## src/rtl/ps2_key_fifo_if.sv

```systemverilog
// Key-event port bundle between the PS/2 receiver / CPU side and ps2_key_fifo.
// The master side feeds received bytes and pops; the slave side is the decoder/FIFO.
interface ps2_key_fifo_if #(
  parameter int AW = 3
) ();
  logic [7:0]  ps2_byte;
  logic        ps2_ready;
  logic        rd_en;
  logic        clr_ovf;
  logic [9:0]  key_out;
  logic        key_valid;
  logic        full;
  logic [AW:0] count;
  logic        overflow;
  logic        proto_err;

  modport master (
    output ps2_byte, ps2_ready, rd_en, clr_ovf,
    input  key_out, key_valid, full, count, overflow, proto_err
  );

  modport slave (
    input  ps2_byte, ps2_ready, rd_en, clr_ovf,
    output key_out, key_valid, full, count, overflow, proto_err
  );
endinterface

```

## src/rtl/ps2_key_fifo.sv

```systemverilog
// PS/2 scan-code decoder plus first-word-fall-through key-event FIFO.
// Bytes are folded into {brk, ext, code} events by a small prefix FSM and queued
// for the CPU; the head entry is presented from a register so key_out never
// depends combinationally on the incoming byte.
module ps2_key_fifo #(
  parameter int DEPTH     = 8,
  parameter int AW        = 3,
  parameter int TIMEOUT_W = 20
) (
  input  logic           clk,
  input  logic           rst,
  ps2_key_fifo_if.slave  bus
);

  localparam logic [AW:0] DEPTH_CNT = (AW+1)'(DEPTH);

  typedef enum logic [1:0] {
    S_IDLE   = 2'd0,
    S_EXT    = 2'd1,
    S_BRK    = 2'd2,
    S_EXTBRK = 2'd3
  } state_t;

  state_t               state_reg, state_next;
  logic [TIMEOUT_W-1:0] tmo_reg, tmo_next;

  // Decoder results for this cycle
  logic       push;
  logic [9:0] push_data;
  logic       err_set;

  logic is_e0, is_f0, is_ignored;
  assign is_e0      = (bus.ps2_byte == 8'hE0);
  assign is_f0      = (bus.ps2_byte == 8'hF0);
  // Keyboard status/ack bytes carry no key information when no prefix is pending
  assign is_ignored = (bus.ps2_byte == 8'hAA) || (bus.ps2_byte == 8'hFA) ||
                      (bus.ps2_byte == 8'hEE) || (bus.ps2_byte == 8'hFE) ||
                      (bus.ps2_byte == 8'h00) || (bus.ps2_byte == 8'hFF);

  // FSM state and prefix-timeout counter
  always_ff @(posedge clk) begin
    if (rst) begin
      state_reg <= S_IDLE;
      tmo_reg   <= '0;
    end else begin
      state_reg <= state_next;
      tmo_reg   <= tmo_next;
    end
  end

  // Next-state decode: prefix tracking, event emission and stale-prefix timeout
  always_comb begin
    state_next = state_reg;
    tmo_next   = tmo_reg;
    push       = 1'b0;
    push_data  = {2'b00, bus.ps2_byte};
    err_set    = 1'b0;
    if (bus.ps2_ready) begin
      tmo_next = '0;
      case (state_reg)
        S_IDLE: begin
          if (is_e0)            state_next = S_EXT;
          else if (is_f0)       state_next = S_BRK;
          else if (!is_ignored) push = 1'b1;
        end
        S_EXT: begin
          if (is_f0) begin
            state_next = S_EXTBRK;
          end else if (!is_e0) begin
            push       = 1'b1;
            push_data  = {2'b01, bus.ps2_byte};
            state_next = S_IDLE;
          end
        end
        S_BRK: begin
          state_next = S_IDLE;
          if (is_e0 || is_f0) begin
            err_set = 1'b1;
          end else begin
            push      = 1'b1;
            push_data = {2'b10, bus.ps2_byte};
          end
        end
        S_EXTBRK: begin
          state_next = S_IDLE;
          if (is_e0 || is_f0) begin
            err_set = 1'b1;
          end else begin
            push      = 1'b1;
            push_data = {2'b11, bus.ps2_byte};
          end
        end
        default: state_next = S_IDLE;
      endcase
    end else if (state_reg != S_IDLE) begin
      // A prefix with no follow-up byte is abandoned silently
      if (&tmo_reg) begin
        state_next = S_IDLE;
        tmo_next   = '0;
      end else begin
        tmo_next = tmo_reg + 1'b1;
      end
    end else begin
      tmo_next = '0;
    end
  end

  // FIFO storage and bookkeeping
  logic [9:0]    mem [DEPTH];
  logic [AW-1:0] rd_ptr_reg, rd_ptr_next;
  logic [AW-1:0] wr_ptr_reg, wr_ptr_next;
  logic [AW:0]   count_reg, count_next;
  logic [9:0]    head_reg, head_next;
  logic          ovf_reg, err_reg;
  logic          do_pop, do_push, drop;

  assign do_pop  = bus.rd_en && (count_reg != '0);
  // At full a push still fits when the head leaves in the same cycle
  assign do_push = push && ((count_reg != DEPTH_CNT) || do_pop);
  assign drop    = push && (count_reg == DEPTH_CNT) && !do_pop;

  // Pointer, count and next-head computation
  always_comb begin
    rd_ptr_next = do_pop  ? rd_ptr_reg + 1'b1 : rd_ptr_reg;
    wr_ptr_next = do_push ? wr_ptr_reg + 1'b1 : wr_ptr_reg;
    count_next  = count_reg;
    if (do_push && !do_pop)      count_next = count_reg + 1'b1;
    else if (do_pop && !do_push) count_next = count_reg - 1'b1;
    // The new head may be the entry being written this very cycle
    if (count_next == '0)
      head_next = 10'h000;
    else if (do_push && (wr_ptr_reg == rd_ptr_next))
      head_next = push_data;
    else
      head_next = mem[rd_ptr_next];
  end

  // Entry storage; no reset so it maps onto RAM
  always_ff @(posedge clk) begin
    if (do_push) mem[wr_ptr_reg] <= push_data;
  end

  // Pointers, count, registered head and sticky status flags
  always_ff @(posedge clk) begin
    if (rst) begin
      rd_ptr_reg <= '0;
      wr_ptr_reg <= '0;
      count_reg  <= '0;
      head_reg   <= 10'h000;
      ovf_reg    <= 1'b0;
      err_reg    <= 1'b0;
    end else begin
      rd_ptr_reg <= rd_ptr_next;
      wr_ptr_reg <= wr_ptr_next;
      count_reg  <= count_next;
      head_reg   <= head_next;
      if (drop)             ovf_reg <= 1'b1;
      else if (bus.clr_ovf) ovf_reg <= 1'b0;
      if (err_set)          err_reg <= 1'b1;
      else if (bus.clr_ovf) err_reg <= 1'b0;
    end
  end

  assign bus.key_out   = head_reg;
  assign bus.key_valid = (count_reg != '0);
  assign bus.full      = (count_reg == DEPTH_CNT);
  assign bus.count     = count_reg;
  assign bus.overflow  = ovf_reg;
  assign bus.proto_err = err_reg;

endmodule
```

## src/flat_wrapper.sv

```systemverilog
// flat-port wrapper written by rule: the top's interface ports become plain ports
module ps2_key_fifo_flat 
#(
  parameter int DEPTH     = 8,
  parameter int AW        = 3,
  parameter int TIMEOUT_W = 20
)
  (clk, rst, bus_ps2_byte, bus_ps2_ready, bus_rd_en, bus_clr_ovf, bus_key_out, bus_key_valid, bus_full, bus_count, bus_overflow, bus_proto_err);
  ps2_key_fifo_if #(.AW(AW)) bus_i ();
  input  logic clk;
  input  logic rst;
  input wire logic [$bits(bus_i.ps2_byte)-1:0] bus_ps2_byte;
  input wire logic [$bits(bus_i.ps2_ready)-1:0] bus_ps2_ready;
  input wire logic [$bits(bus_i.rd_en)-1:0] bus_rd_en;
  input wire logic [$bits(bus_i.clr_ovf)-1:0] bus_clr_ovf;
  output wire logic [$bits(bus_i.key_out)-1:0] bus_key_out;
  output wire logic [$bits(bus_i.key_valid)-1:0] bus_key_valid;
  output wire logic [$bits(bus_i.full)-1:0] bus_full;
  output wire logic [$bits(bus_i.count)-1:0] bus_count;
  output wire logic [$bits(bus_i.overflow)-1:0] bus_overflow;
  output wire logic [$bits(bus_i.proto_err)-1:0] bus_proto_err;
  assign bus_i.ps2_byte = bus_ps2_byte;
  assign bus_i.ps2_ready = bus_ps2_ready;
  assign bus_i.rd_en = bus_rd_en;
  assign bus_i.clr_ovf = bus_clr_ovf;
  assign bus_key_out = bus_i.key_out;
  assign bus_key_valid = bus_i.key_valid;
  assign bus_full = bus_i.full;
  assign bus_count = bus_i.count;
  assign bus_overflow = bus_i.overflow;
  assign bus_proto_err = bus_i.proto_err;
  ps2_key_fifo #(.DEPTH(DEPTH), .AW(AW), .TIMEOUT_W(TIMEOUT_W)) u_core (.clk(clk), .rst(rst), .bus(bus_i));
endmodule
```

## config.mk

```make
export PLATFORM = sky130hd
export DESIGN_NAME = ps2_key_fifo_flat
export DESIGN_NICKNAME = d
export VERILOG_FILES = /design/src/rtl/ps2_key_fifo_if.sv /design/src/rtl/ps2_key_fifo.sv /design/src/flat_wrapper.sv
export SDC_FILE = /design/constraint.sdc
export NUM_CORES = 1
export LEC_CHECK = 0
export BUFFER_PORTS_ARGS = -buffer_cell sky130_fd_sc_hd__buf_2
export CAP_MARGIN = 10
export CORE_AREA = 2 2 95 189
export DETAILED_ROUTE_END_ITERATION = 12
export DIE_AREA = 0 0 97 191
export HOLD_SLACK_MARGIN = 0.06
export MAX_ROUTING_LAYER = met4
export PLACE_DENSITY = 0.49
export SETUP_SLACK_MARGIN = 0.5
export SYNTH_ARGS = -nofsm -noshare
export SYNTH_HDL_FRONTEND = slang
export SYNTH_SLANG_ARGS = --single-unit
```

## constraint.sdc

```tcl
create_clock -name clk -period 5.8 [get_ports clk]
set_input_delay 0.87 -clock clk [delete_from_list [all_inputs] [get_ports clk]]
set_output_delay 0.87 -clock clk [all_outputs]
set_load 0.005 [all_outputs]
```

==> out/results.ini <==
[placement]
globalplace.congestion=0.7748
dp_cells=653
pre_cts_slack_ns=1.970
portBuffers=30
placed_area_sq_um=5670
dpl.hpwl_mm=7.639

[min_path]
hold_start=u_core.tmo_reg[0]$_SDFF_PP0_
min_path_type=register to register
min_path_cells=1

[critical_path]
rr_worst_depth=9
worst-setup-path-type=input pin to register
setup.worst_path.start=bus_ps2_byte[5]
end_kind=register
reg2reg_from=u_core.bus.count[0]$_SDFF_PP0_
start_kind=input pin
critPathMaxFanout=12
arrival_ns=3.68
crit_required_ns=6.10

[floorplanning]
fp.dieH_microns=191
start_util_pct=30.57
core_sq_um=17100
die_width_microns=97
row_count=68
die-area_sq_um=18530
pin_count=31

[global_routing]
track_usage_pct=13.70
overflow=0
grt_antenna_before_repair=0
grt_pass1_wl_mm=18.83
grt_pass1_vias=3376
grt_start_max_net_pins=35
use_met2_pct=24.12
top_usage_layer=met2
grt.met3_usage_pct=2.815
met1_usage_pct=15.31

[job]
drv_cap=0

[route]
drc=0
first_pass_iters=5
vias=3332
drt-wirelength-per-cell_microns=17.32
drt-initial-drc-count=171
ant_nets=0
via_per_inst=4.864
wirelength_mm=11.86

[clocking]
cts_made_buffers=17
clock_latency_ns=0.40
cts_setup_buffers=0
clockBufferDepth=2
cts_tree=built
cts-resized-gates=0
clock_sinks=124
path_clk_slew_ns=0.06
cts-root-buf=clkbuf_16
cts-htree-levels=4
hold_buffers=0

[finish]
fin_area_sq_um=6242
area_growth_pct=19.41
largest_reg_flops=80
diodes=0
fin_cells=685
fin_nets=480
fillCellCount=1686
drive_gt1_share_pct=18.95

[synth]
async_flop_share_pct=0
ys_ff_latch=124
synth_common_cells=edfxtp_1, nand2_1, nor2_1
ys_seq_area_share_pct=62.81
syn_nets=433
yosys_warnings=0
synth.area.top_cells=edfxtp_1, dfxtp_1, nand2_1
yosys.area.top_type_share_pct=45.96
synth_cell_types=47
synthFlopType=edfxtp_1
yosys.area.top_type=edfxtp_1
yosysMostFrequentCell=edfxtp_1
synth_area_sq_um=5228
synth-edff-count=80
syn_area_per_cell_sq_um=12.60
syn_inst=415

[sta]
hold_viol=0
worst_pin_slew_ns=1.001
setup-tns-final_ns=0
fin_crit_sh_pct=58.34
rsz0062_at_grt=no
worst_slack_ns=2.416
finalWorstPathRequiredPeriod_ns=3.384
hold_slack_ns=0.4631
fmax_mhz=295.5
drv_slew=0
clock_skew_ns=0.007121
slew_headroom_pct=33.01
setup_viol=0

[power_and_ir_drop]
peakVddDrop_mv=0.2612
leakage_nw=2.246
power_density_nw_per_um2=463.9

[outcome]
status=finished clean

==> layer usage <==
metal | part of all wire (%) | wire (microns) | up-vias
met2 | 53 | 6258 | 86
met4 | 1.4 | 171 | 0
met3 | 4.3 | 511 | 16
met1 | 41 | 4923 | 1611
met5 | 0 | 0 | -
li1 | - | - | 1619
==> worst paths after layout <==
check             slack [ns]                               end
setup reg to reg        2.59  u_core.bus.key_out[4]$_SDFF_PP0_
hold / removal          0.46      u_core.tmo_reg[0]$_SDFF_PP0_
hold reg to reg         0.46      u_core.tmo_reg[0]$_SDFF_PP0_
setup / recovery        2.42  u_core.bus.key_out[4]$_SDFF_PP0_
==> per-stage QoR <==
step	utilization, %	power [mW]
floorplan	-	1.669
global placement	33.16	1.904
detailed placement	33.16	1.905
CTS	36.50	2.931
global route	36.50	3.041
finish	36.50	2.896
==> cell type report <==
cell class / count / area (sq um) / area share, %
flip-flops and latches: 124 / 3283 / 52.60
multi-input cells: 273 / 1877 / 30.07
clock buffers: 18 / 429.2 / 6.875
well taps: 210 / 262.8 / 4.209
repair buffers: 40 / 225.2 / 3.608
clock inverters: 14 / 142.6 / 2.285
inverters: 6 / 22.52 / 0.3608
==> logic make-up (layout without fill, tap and decap cells) <==
group           Yosys count  after routing  share of synthesized area (%)
compound gates           47             47                          7.419
xor+xnor                 29             29                          5.218
fa+ha+maj                 5              5                          1.197
buf+inv                  18             78                          1.556
flops                   124            124                          62.81
mux                      21             21                          6.079
simple gates            171            171                          15.72
==> power by group <==
part	total, mW	internal (mW)	switching, mW
Combinational	0.837	0.344	0.493
Clock	1.02	0.632	0.389
Sequential	1.04	0.996	0.0409
Total	2.90	1.97	0.923
==> worst max-delay path, stage by stage <==
cell	delay, ns
buf_2	0.21
nand2_1	0.13
or4_1	0.50
o211a_1	0.42
o21ai_1	0.44
or4_1	0.67
o211ai_2	0.15
a21boi_1	0.27
==> cells in the final DEF (no fill, tap or decap), drive strengths merged, types with 8 or more instances in the layout <==
master	n
inv	9
edfxtp	80
a21boi	9
a32oi	10
mux2i	13
a21oi	8
nor2	47
xor2	14
buf	40
nand3	13
nand2	61
xnor2	15
and3	9
clkbuf	18
dfxtp	44
Note: power is estimated with default switching activity, not from simulation.
